File: src/rtl/id_ctrl_stage.sv
// ID-stage control decoder with ID/EX bundle register, load-use bubble insertion
// and multi-cycle mul/div EX hold.
module id_ctrl_stage #(
    parameter bit M_EXT      = 1'b1,
    parameter int MULDIV_LAT = 4
) (
    input  logic        clk_i,
    input  logic        rst_i,
    input  logic [31:0] inst_i,
    input  logic        inst_vld_i,
    input  logic        flush_i,
    output logic        stall_o,
    output logic        ex_vld_o,
    output logic        RegWEn_o,
    output logic        Bsel_o,
    output logic        Asel_o,
    output logic        MemRW_o,
    output logic        BrUn_o,
    output logic [3:0]  AluSel_o,
    output logic [2:0]  ImmSel_o,
    output logic [1:0]  WBSel_o,
    output logic        MulDiv_o,
    output logic [2:0]  MulDivOp_o,
    output logic [4:0]  ex_rd_o,
    output logic        illegal_o
);

    localparam logic [6:0] OP_R     = 7'b0110011;
    localparam logic [6:0] OP_I     = 7'b0010011;
    localparam logic [6:0] OP_LOAD  = 7'b0000011;
    localparam logic [6:0] OP_S     = 7'b0100011;
    localparam logic [6:0] OP_B     = 7'b1100011;
    localparam logic [6:0] OP_JAL   = 7'b1101111;
    localparam logic [6:0] OP_LUI   = 7'b0110111;
    localparam logic [6:0] OP_AUIPC = 7'b0010111;
    localparam logic [6:0] OP_JALR  = 7'b1100111;

    localparam int          CW       = (MULDIV_LAT > 1) ? $clog2(MULDIV_LAT) : 1;
    localparam logic [CW-1:0] CNT_LOAD = CW'(MULDIV_LAT - 1);

    typedef struct packed {
        logic       vld;
        logic       regwen;
        logic       bsel;
        logic       asel;
        logic       memrw;
        logic       brun;
        logic [3:0] alu;
        logic [2:0] imm;
        logic [1:0] wb;
        logic       md;
        logic [2:0] mdop;
        logic [4:0] rd;
        logic       ill;
        logic       ld;
    } ctl_t;

    logic [6:0] w_opcode;
    logic [2:0] w_f3;
    logic [6:0] w_f7;
    logic [4:0] w_rd, w_rs1, w_rs2;
    logic       w_is_r, w_is_i, w_is_load, w_is_s, w_is_b;
    logic       w_is_jal, w_is_lui, w_is_auipc, w_is_jalr;
    logic       w_m_op, w_r_ok, w_known, w_illegal;
    logic [3:0] w_alu;
    logic [2:0] w_imm;
    logic [1:0] w_wb;
    logic       w_rs1_use, w_rs2_use, w_load_use;
    ctl_t       w_dec;

    ctl_t          r_ex;
    logic [CW-1:0] r_cnt;

    assign w_opcode = inst_i[6:0];
    assign w_rd     = inst_i[11:7];
    assign w_f3     = inst_i[14:12];
    assign w_rs1    = inst_i[19:15];
    assign w_rs2    = inst_i[24:20];
    assign w_f7     = inst_i[31:25];

    assign w_is_r     = (w_opcode == OP_R);
    assign w_is_i     = (w_opcode == OP_I);
    assign w_is_load  = (w_opcode == OP_LOAD);
    assign w_is_s     = (w_opcode == OP_S);
    assign w_is_b     = (w_opcode == OP_B);
    assign w_is_jal   = (w_opcode == OP_JAL);
    assign w_is_lui   = (w_opcode == OP_LUI);
    assign w_is_auipc = (w_opcode == OP_AUIPC);
    assign w_is_jalr  = (w_opcode == OP_JALR);

    assign w_m_op    = w_is_r & (w_f7 == 7'b0000001) & M_EXT;
    assign w_r_ok    = (w_f7 == 7'b0000000) | (w_f7 == 7'b0100000) | w_m_op;
    assign w_known   = w_is_r | w_is_i | w_is_load | w_is_s | w_is_b |
                       w_is_jal | w_is_lui | w_is_auipc | w_is_jalr;
    assign w_illegal = ~w_known | (w_is_r & ~w_r_ok);

    always_comb begin
        w_alu = 4'b0000;
        w_imm = 3'b111;
        w_wb  = 2'b01;
        case (w_opcode)
            OP_R:     w_alu = w_m_op ? 4'b0000 : {w_f7[5], w_f3};
            OP_I: begin
                w_imm = 3'b000;
                // Only shifts take funct7[5]; other I-ops ignore imm[10].
                if (w_f3 == 3'b000)
                    w_alu = 4'b0000;
                else if (w_f3[1:0] == 2'b01)
                    w_alu = {w_f7[5], w_f3};
                else
                    w_alu = {1'b0, w_f3};
            end
            OP_LOAD: begin
                w_imm = 3'b000;
                w_wb  = 2'b00;
            end
            OP_S:     w_imm = 3'b001;
            OP_B:     w_imm = 3'b010;
            OP_JAL: begin
                w_imm = 3'b011;
                w_wb  = 2'b10;
            end
            OP_LUI: begin
                w_imm = 3'b100;
                w_alu = 4'b1111;
            end
            OP_AUIPC: w_imm = 3'b100;
            OP_JALR: begin
                w_imm = 3'b000;
                w_wb  = 2'b10;
            end
            default: ;
        endcase
    end

    always_comb begin
        w_dec        = '0;
        w_dec.vld    = 1'b1;
        w_dec.regwen = ~(w_is_s | w_is_b | w_illegal);
        w_dec.bsel   = ~w_is_r;
        w_dec.asel   = w_is_b | w_is_jal | w_is_auipc;
        w_dec.memrw  = w_is_s;
        w_dec.brun   = w_is_b & (w_f3[2:1] == 2'b11);
        w_dec.alu    = w_alu;
        w_dec.imm    = w_imm;
        w_dec.wb     = w_wb;
        w_dec.md     = w_m_op;
        w_dec.mdop   = w_m_op ? w_f3 : 3'b000;
        w_dec.rd     = w_dec.regwen ? w_rd : 5'd0;
        w_dec.ill    = w_illegal;
        w_dec.ld     = w_is_load;
    end

    assign w_rs1_use  = w_is_r | w_is_i | w_is_load | w_is_s | w_is_b | w_is_jalr;
    assign w_rs2_use  = w_is_r | w_is_s | w_is_b;
    assign w_load_use = r_ex.vld & r_ex.ld & (r_ex.rd != 5'd0) & inst_vld_i &
                        ((w_rs1_use & (w_rs1 == r_ex.rd)) |
                         (w_rs2_use & (w_rs2 == r_ex.rd)));

    assign stall_o = ~flush_i & ((r_cnt != '0) | w_load_use);

    // A non-zero counter freezes EX; the op in ID waits until it reaches zero.
    always_ff @(posedge clk_i) begin
        if (rst_i) begin
            r_ex  <= '0;
            r_cnt <= '0;
        end else if (flush_i) begin
            r_ex  <= '0;
            r_cnt <= '0;
        end else if (r_cnt != '0) begin
            r_cnt <= r_cnt - CW'(1);
        end else if (w_load_use | ~inst_vld_i) begin
            r_ex  <= '0;
        end else begin
            r_ex  <= w_dec;
            r_cnt <= w_dec.md ? CNT_LOAD : '0;
        end
    end

    assign ex_vld_o   = r_ex.vld;
    assign RegWEn_o   = r_ex.regwen;
    assign Bsel_o     = r_ex.bsel;
    assign Asel_o     = r_ex.asel;
    assign MemRW_o    = r_ex.memrw;
    assign BrUn_o     = r_ex.brun;
    assign AluSel_o   = r_ex.alu;
    assign ImmSel_o   = r_ex.imm;
    assign WBSel_o    = r_ex.wb;
    assign MulDiv_o   = r_ex.md;
    assign MulDivOp_o = r_ex.mdop;
    assign ex_rd_o    = r_ex.rd;
    assign illegal_o  = r_ex.ill;

endmodule
File: config.mk
export PLATFORM = sky130hd
export DESIGN_NAME = id_ctrl_stage
export DESIGN_NICKNAME = d
export VERILOG_FILES = /design/src/rtl/id_ctrl_stage.sv
export SDC_FILE = /design/constraint.sdc
export NUM_CORES = 1
export LEC_CHECK = 0
export BUFFER_PORTS_ARGS = -buffer_cell sky130_fd_sc_hd__buf_2
export CAP_MARGIN = 40
export CORE_MARGIN = 8
export CORE_UTILIZATION = 35
export CTS_CLUSTER_SIZE = 25
export DETAILED_ROUTE_END_ITERATION = 16
export PLACE_DENSITY = 0.68
export SYNTH_ARGS = -nofsm -noshare
export SYNTH_HDL_FRONTEND = slang
export SYNTH_SLANG_ARGS = --single-unit
File: constraint.sdc
create_clock -name clk_i -period 3.4 [get_ports clk_i]
set_clock_uncertainty 0.15 [all_clocks]
set_input_delay 0.68 -clock clk_i [delete_from_list [all_inputs] [get_ports clk_i]]
set_output_delay 0.68 -clock clk_i [all_outputs]
set_load 0.02 [all_outputs]
### Word-level counts from Yosys, hierarchy flattened

Index checks and enable logic that the tools add are counted.

| word-level totals | value |
|---|---|
| bits in registers | 28 |
| bits of input ports | 36 |
| output and inout port bits | 26 |
| logic and storage cells | 89 |

| cells by class | value |
|---|---|
| add/sub/neg operators | 1 |
| eq/ne operators | 16 |
| multiplexer cells | 12 |
| bitwise logic cells | 37 |
| reduce and logical (&&, ||, !) cells | 8 |

Operators by type and width:

| cell | number |
|---|---|
| $eq A7 B6 Y1 const B | 4 |
| $mux W26 | 1 |
| $eq A7 B7 Y1 const B | 3 |
| $or A1 B1 Y1 | 21 |
| $pmux W3 S5 | 1 |
| $eq A7 B5 Y1 const B | 2 |
| $mux W4 | 3 |
| $pmux W4 S3 | 1 |
| $and A1 B1 Y1 | 10 |
| $eq A5 B5 Y1 | 2 |
| $eq A7 B1 Y1 const B | 1 |
| $eq A7 B2 Y1 const B | 1 |
| $logic_not A7 Y1 | 1 |
| $mux W2 | 3 |
| $not A1 Y1 | 6 |
| $reduce_or A2 Y1 | 3 |
| $mux W5 | 1 |
| $reduce_bool A5 Y1 | 1 |
| $pmux W2 S2 | 1 |
| $logic_not A3 Y1 | 1 |
| $mux W3 | 1 |
| $reduce_or A3 Y1 | 1 |
| $eq A2 B1 Y1 const B | 1 |
| $eq A2 B2 Y1 const B | 1 |
| 3 further kinds | 3 |

### Longest topological paths before layout

Gate-level depths: netlist of the first run.

| depth | value |
|---|---|
| depth in word-level cells | 14 |
| mapped depth | 7 |
| gate-level depth less buffers | 5 |

### Least setup slack after synthesis of the first run

Ideal clock, no wire load.

| path | value |
|---|---|
| path type | input to output |
| start | input inst_i[4] |
| end | output stall_o |
| data arrival time | 2.247 ns |
| data required time | 2.570 ns |
| setup slack | 0.323 ns |
| stages | 7 |
| buffers on the path | 2 |
| path through | buf_2 nand2b_1 a2111oi_0 nand4_1 a21o_1 clkbuf_1 a21oi_1 |

| between the ends | value |
|---|---|
| cells in the longest elaborated chain, start to end | 11 |
| elaborated cells on any way between the ends | 19 |
| those cells by class | eq/ne (6); bitwise (13) |

Ends and longest elaborated chain:

| element | line | RTL |
|---|---|---|
| from (decl) | 9 | `input logic [31:0] inst_i,` |
| $eq A7 B6 Y1 / $eq A7 B5 Y1 (equally long branches) | 81, 82 |  |
| $or A1 B1 Y1 (5 in a row) | 154 | `assign w_rs1_use = w_is_r \| w_is_i \| w_is_load \| w_is_s \| w_is_b \| w_is_jalr;` |
| $and A1 B1 Y1 | 157 | `((w_rs1_use & (w_rs1 == r_ex.rd)) \|` |
| $or A1 B1 Y1 (*) | 157 |  |
| $and A1 B1 Y1 (*) | 156 | `assign w_load_use = r_ex.vld & r_ex.ld & (r_ex.rd != 5'd0) & inst_vld_i &` |
| $or A1 B1 Y1 (*) | 160 | `assign stall_o = ~flush_i & ((r_cnt != '0) \| w_load_use);` |
| $and A1 B1 Y1 (*) | 160 |  |
| to (decl) | 12 | `output logic stall_o,` |

Mark *: on every way between the ends. The rest lies on a longest branch, timed or not.

### Final worst setup path of the first run

Same ends and word-level chain as after synthesis.

==> results of run 1 <==
flip-flops by register name, summed over array words and instances, names as in the netlist:
register,cells
ex_rd_o,5
AluSel_o,4
ImmSel_o,3
MulDivOp_o,3
WBSel_o,2
r_cnt,2
Asel_o,1
BrUn_o,1
Bsel_o,1
MemRW_o,1
MulDiv_o,1
RegWEn_o,1
ex_vld_o,1
illegal_o,1
r_ex,1
synth_stat cells (2+ instances only):
cell type	instances
dfxtp_1	28
nand2_1	24
buf_4	17
nand3_1	17
o21ai_0	14
nor2_1	10
clkbuf_1	9
xor2_1	9
a32o_1	6
nor2b_1	6
nor3_1	6
or3_1	6
a21oi_1	5
a22o_1	4
nand4_1	4
o31ai_1	4
nand2b_1	3
o21ai_2	3
a2111oi_0	2
and2_1	2
buf_2	2
o2111ai_1	2
o21ai_1	2
or4_1	2
layout make-up:
class                      instances  area (sq um)  share of cell area (%)
timing repair buffer              64           328                    16.7
clock buffer                       3          41.3                    2.10
clock inverter                     1          30.0                    1.53
multi-input combinational        150           935                    47.5
sequential                        28           561                    28.5
inverter                           1          3.75                   0.191
tap                               54          67.6                    3.44
cell usage in the layout, fill, tap and decap left out, types with 2 or more instances in the layout:
master	instances
a2111oi_0	2
nand2_1	24
nand4_1	4
nand3_1	17
o21ai_0	14
nor2_1	10
nor3_1	6
buf_2	61
o21ai_1	2
a21oi_1	5
nand2b_1	3
o21ai_2	3
buf_4	3
dfxtp_1	28
a32o_1	6
clkbuf_8	3
nor2b_1	6
o31ai_1	4
and2_1	2
o2111ai_1	2
or3_1	6
xor2_1	9
or4_1	2
a22o_1	4
metal layers:
layer  vias to the layer above  share of wire, %
met3                         7               7.4
met2                        66                43
met4                         0               1.8
li1                        820                 -
met1                       727                48
met5                         -                 0
worst register-to-register path, stage by stage, from the launching register on:
cell       delay, ps
dfxtp_1          370
xor2_1           200
a2111oi_0        370
nand4_1          170
a21oi_1          390
buf_4            290
o21ai_0          110
power by group through the flow:
stage | logic, mW | registers (mW) | clock network, mW
final | 0.0845 | 0.334 | 0.266
after global routing | 0.0927 | 0.335 | 0.280
after CTS | 0.0842 | 0.334 | 0.276
after detailed placement | 0.0836 | 0.342 | 0
after global placement | 0.0834 | 0.341 | 0
after floorplan | 0.0469 | 0.343 | 0
path summary, 6_finish.rpt:
| kind | start | to | slack (ps) | cells after the start |
|---|---|---|---|---|
| min reg2reg | WBSel_o[0]$_SDFFE_PP0N_ | WBSel_o[0]$_SDFFE_PP0N_ | 310 | 2 |
| max | inst_i[4] | stall_o | 460 | 7 |
| min | WBSel_o[0]$_SDFFE_PP0N_ | WBSel_o[0]$_SDFFE_PP0N_ | 310 | 2 |
| max reg2reg | ex_rd_o[3]$_SDFFE_PP0N_ | ex_vld_o$_SDFFE_PP0N_ | 1240 | 6 |
per-stage QoR:
step	std cells	utilization (%)
2_1_floorplan	209	-
3_3_place_gp	297	40.4
3_5_place_dp	297	40.4
4_1_cts	301	41.9
5_1_grt	301	41.9
6_report	301	41.9
cells by family after synthesis:
group	after synthesis	synth area share, %
AOI/OAI and AO/OA	50	21.2
xor gates and xnor gates	10	5.20
buffers and inverters	31	11.3
DFF	28	33.3
and+or+nand+nor	90	29.0
==> results.py, run 1 <==
metrics = {
    "die": {
        "core.rowCount": 25,
        "floorplan.initialDensity_pct": 35.9,
        "die_area_sq_um": 7290,
        "fp.coreArea_sq_um": 4690,
        "die_h_microns": 85.4,
        "io_pins": 62,
        "die_x_microns": 85.4,
    },
    "timing": {
        "minimum_setup_slack_in_the_final_design_ps": 455,
        "final-hold-violation-count": 0,
        "final.setup.tns_ps": 0,
        "final.hold.worst_slack_ps": 308,
        "final_min_period_over_clock_period_pct": 86.6,
        "finalSetupViolations": 0,
        "slew_headroom_pct": 52.7,
        "worst_slew_pin_slew_ps": 707,
        "final_max_slew_viol_count": 0,
        "max_freq_ghz": 0.340,
        "min_period_ps": 2940,
        "rsz_0062_raised_after_global_routing": "false",
    },
    "global_routing": {
        "grt_pass1_vias": 1607,
        "grt_first_pass_wirelength_microns": 7890,
        "grt_max_degree": 24,
        "number_of_antenna_violations_at_the_first_check_in_global_routing": 0,
        "top_usage_layer": "met2",
        "global_route.usage.met1_pct": 17.3,
        "use_met2_pct": 20.5,
        "gr-usage-met3_pct": 3.09,
        "gr_ovfl_total": 0,
        "global_route.usage.total_pct": 13.3,
    },
    "routing": {
        "drc": 0,
        "drt-initial-drc-count": 145,
        "routed-via-count": 1620,
        "detail_route.vias_per_cell": 5.38,
        "detail_route.wirelength_microns": 4930,
        "firstDrtPassIters": 4,
        "antenna_violating_nets_post_route": 0,
        "routed_wire_length_per_instance_microns": 16.4,
    },
    "pwr": {
        "total_power_mw": 0.684,
        "clkPwrFrac_pct": 38.9,
        "power.density_nw_per_um2": 348,
        "worst_ir_drop_vdd_mv": 0.147,
        "internal_power_mw": 0.524,
        "power.sequential.fraction_pct": 48.8,
        "total_switching_power_mw": 0.160,
        "power_leakage_nw": 0.839,
        "switching_share_pct": 23.4,
        "comb_power_share_pct": 12.4,
    },
    "logic_synthesis": {
        "synthDominantAreaCellType": "dfxtp_1",
        "synthesis.area_per_instance_sq_um": 8.06,
        "seq_area_frac_synth_pct": 33.3,
        "yosys.area.top_type_share_pct": 33.3,
        "synthArstFlopShare_pct": 0,
        "mappedNetlistArea_sq_um": 1690,
        "synth.distinct_cells": 46,
        "synth_flop_cell": "dfxtp_1",
        "ys.warnings.count": 0,
        "synth_top_cells_by_area": "dfxtp_1, buf_4, nand2_1, nand3_1, xor2_1",
        "mappedNetlistNets": 245,
        "ys_ff_latch": 28,
        "netlist_instances": 209,
        "count_of_flip_flops_with_a_built_in_enable_after_synthesis": 0,
    },
    "cts": {
        "ctsResizeCount": 0,
        "cts.root.buffer_cell": "clkbuf_8",
        "worst_setup_hold_path_clk_slew_ps": 100,
        "cts-root-to-sink-buffers": 2,
        "post_cts_hold_buffer_count": 0,
        "cts-buffers-inserted": 3,
        "tritoncts_num_sinks": 28,
        "cts_tree": "done",
        "insertion_delay_ps": 280,
        "cts_setup_buffers": 0,
        "cts-htree-levels": 1,
    },
    "critical_path": {
        "critical_path_arrival_ps": 2110,
        "cp_cell_sequence": "buf_2 > nand2b_1 > a2111oi_0 > nand4_1 > a21o_1 > a21oi_1 > buf_2",
        "critical-path-max-stage-delay_ps": 420,
        "startpoint_type_of_the_worst_setup_path": "input port",
        "critical-path-slowest-cell": "a2111oi_0",
        "worstSetupPathType": "input port to output port",
        "path_max_fanout": 10,
        "worst-path-buf-inv": 2,
        "crit_path_end_kind": "output port",
        "critical-path-top-cell-by-count": "buf_2",
        "cp_top_family": "compound AO/OA/AOI/OAI gates",
        "worst-endpoint-required_ps": 2570,
    },
    "placement": {
        "post-dp-hpwl_microns": 3890,
        "count_of_input_and_output_buffers": 61,
        "post_place_worst_slack_ps": 444,
        "place.gp.congestion": 0.899,
        "post_dp_cell_area_sq_um": 1890,
    },
    "min_path": {
        "worst_hold_path_type": "register to register",
    },
    "cells_and_area": {
        "final_layout_size_suffix_gt1_share_pct": 31.6,
        "num_antenna_cells": 0,
        "area_of_all_placed_cells_without_fillers_sq_um": 1970,
        "area_growth_pct": 16.6,
        "final_net_count": 284,
        "fillCellCount": 496,
    },
    "flow_run": {
        "cap_viol_max_count": 0,
    },
    "run_status": {
        "status": "finished, final reports clean",
    },
}
No activity file was read; power rests on OpenSTA's default activity.
==> run 2, diff against run 1 <==
- ABC_AREA: default -> 1
- PLACE_DENSITY: 0.68 -> 0.67
==> run 2 against run 1 <==
Effect of this change: largest power group unchanged; total power down 9.4%; design area up 7.7%; worst hold slack better by 6.2 ps; count of clock-buffer cells in the layout up 1; largest cell class unchanged.
==> results.py, run 2 <==
metrics = {
    "cts": {
        "cts-root-to-sink-buffers": 2,
        "post_cts_hold_buffer_count": 0,
        "worst_setup_hold_path_clk_slew_ps": 90,
        "cts-buffers-inserted": 3,
        "cts_setup_buffers": 0,
        "cts.root.buffer_cell": "clkbuf_8",
        "cts-htree-levels": 1,
        "insertion_delay_ps": 270,
        "ctsResizeCount": 0,
        "cts_tree": "done",
        "tritoncts_num_sinks": 28,
    },
    "cells_and_area": {
        "layout.cells.most_common": "nand2_1",
        "final_net_count": 366,
        "flip_flop_count_of_the_largest_register_all_copies_and_words_added": 5,
        "area_growth_pct": 15.2,
        "num_antenna_cells": 0,
        "instances_no_fill": 399,
        "commonest_non_fill_non_tap_cells_in_the_layout": "nand2_1, buf_2, inv_1, nand4_1, a21oi_1",
        "final_layout_size_suffix_gt1_share_pct": 26.7,
    },
    "min_path": {
        "worst_hold_path_type": "register to register",
    },
    "logic_synthesis": {
        "synth_flop_cell": "dfxtp_1",
        "synth.distinct_cells": 28,
        "synth.top_cells.by_count": "nand2_1, inv_1, a21oi_1, nand4_1",
        "ys.warnings.count": 0,
        "yosys.area.top_type_share_pct": 30.5,
        "netlist_instances": 290,
        "synthDominantAreaCellType": "dfxtp_1",
        "mappedNetlistArea_sq_um": 1840,
        "mappedNetlistNets": 326,
        "count_of_flip_flops_with_a_built_in_enable_after_synthesis": 0,
        "seq_area_frac_synth_pct": 30.5,
        "ys_ff_latch": 28,
        "yosys.cell_count.top_type": "nand2_1",
        "synthArstFlopShare_pct": 0,
        "synth_top_cells_by_area": "dfxtp_1, nand2_1, nand4_1, a21oi_1, buf_4",
        "synthesis.area_per_instance_sq_um": 6.34,
    },
    "critical_path": {
        "critical_path_arrival_ps": 2030,
        "startpoint_type_of_the_worst_setup_path": "input port",
        "worstSetupPathType": "input port to output port",
        "crit_path_end_kind": "output port",
        "worst-endpoint-required_ps": 2570,
        "path_max_fanout": 27,
    },
    "die": {
        "die_area_sq_um": 7830,
        "core.rowCount": 26,
        "io_pins": 62,
        "floorplan.initialDensity_pct": 36.2,
        "fp.coreArea_sq_um": 5070,
        "die_h_microns": 88.5,
        "die_x_microns": 88.5,
    },
    "routing": {
        "routed_wire_length_per_instance_microns": 12.4,
        "drt-initial-drc-count": 103,
        "antenna_violating_nets_post_route": 0,
        "detail_route.wirelength_microns": 4930,
        "drc": 0,
        "firstDrtPassIters": 4,
        "detail_route.vias_per_cell": 4.79,
        "routed-via-count": 1913,
    },
    "pwr": {
        "power.density_nw_per_um2": 293,
        "total_power_mw": 0.620,
        "power_leakage_nw": 1.06,
        "worst_ir_drop_vdd_mv": 0.176,
    },
    "flow_run": {
        "cap_viol_max_count": 0,
    },
    "placement": {
        "post-dp-hpwl_microns": 3900,
        "post_place_worst_slack_ps": 554,
        "place.gp.congestion": 0.826,
        "number_of_placed_instances_with_taps_included": 395,
        "count_of_input_and_output_buffers": 61,
    },
    "global_routing": {
        "gr_ovfl_total": 0,
        "grt_max_degree": 28,
        "grt_first_pass_wirelength_microns": 8170,
        "number_of_antenna_violations_at_the_first_check_in_global_routing": 0,
        "grt_pass1_vias": 1814,
        "global_route.usage.total_pct": 13.0,
    },
    "timing": {
        "final_min_period_over_clock_period_pct": 84.1,
        "final_max_slew_viol_count": 0,
        "slew_headroom_pct": 54.2,
        "final.setup.tns_ps": 0,
        "rsz_0062_raised_after_global_routing": "false",
        "max_freq_ghz": 0.350,
        "finalSetupViolations": 0,
        "worst_slew_pin_slew_ps": 683,
        "minimum_setup_slack_in_the_final_design_ps": 542,
        "final-hold-violation-count": 0,
        "min_period_ps": 2860,
    },
    "run_status": {
        "status": "finished, final reports clean",
    },
}
==> run 2: cell types whose count changed in the layout (fill, tap and decap cells not counted), sizes merged, moves of 7 or more <==
cell,delta
nand4,+25
nand3,-7
xor2,-9
a21oi,+25
inv,+37
o21ai,-16
or3,-8
nor2,+21
nand2,+59
==> run 2: final timing paths <==
check,from,endpoint,slack (ps),cells past startpoint
worst max-delay path,inst_i[3],stall_o,540,11
worst min-delay path,MulDivOp_o[2]$_SDFFE_PP0N_,MulDivOp_o[2]$_SDFFE_PP0N_,310,2
worst max register to register,r_cnt[0]$_SDFFE_PP0P_,MulDivOp_o[0]$_SDFFE_PP0N_,1470,6
worst min register to register,MulDivOp_o[2]$_SDFFE_PP0N_,MulDivOp_o[2]$_SDFFE_PP0N_,310,2
==> run 2: logic make-up after synthesis <==
| group | Yosys count | share of synthesized area [%] |
|---|---|---|
| compound gates | 33 | 9.60 |
| flops | 28 | 30.5 |
| simple gates | 161 | 41.5 |
| xor+xnor | 1 | 0.477 |
| buf+inv | 67 | 18.0 |
==> run 2: per-layer routing <==
layer  global-route usage [%]  part of all wire [%]  vias up
li1                         -                     -      999
met1                     16.0                    46      845
met2                     21.6                    45       63
met3                     3.99                   8.3        6
met4                     2.61                  0.77        0
met5                        0                     0        -
==> run 2: layout make-up <==
| type | count | area, sq um |
|---|---|---|
| clock buffers | 4 | 55.1 |
| inverters | 39 | 146 |
| well taps | 70 | 87.6 |
| flip-flops and latches | 28 | 561 |
| multi-input cells | 195 | 947 |
| repair buffers | 63 | 320 |
| fillers | 587 | 2960 |
==> run 2: worst max-delay path: stages <==
cell     delay [ps]
buf_2           120
inv_2            60
nand2_1          50
nor2_1          280
o21ai_2         120
nand2_1          80
nand2_1          60
nand2_2          70
nand2_4         170
a21oi_2         150
buf_2           170
==> run 2: power breakdown <==
group	switching, mW	internal (mW)
Sequential	0.00219	0.332
Clock	0.0959	0.103
Combinational	0.0539	0.0327
==> run 2: metrics by stage <==
| stage | utilization, % | area, sq um | hold slack (ps) |
|---|---|---|---|
| floorplan | - | 1840 | 296 |
| global placement | 40.6 | 2060 | 303 |
| detailed placement | 40.6 | 2060 | 303 |
| CTS | 41.7 | 2120 | 318 |
| global route | 41.7 | 2120 | 337 |
| finish | 41.7 | 2120 | 314 |
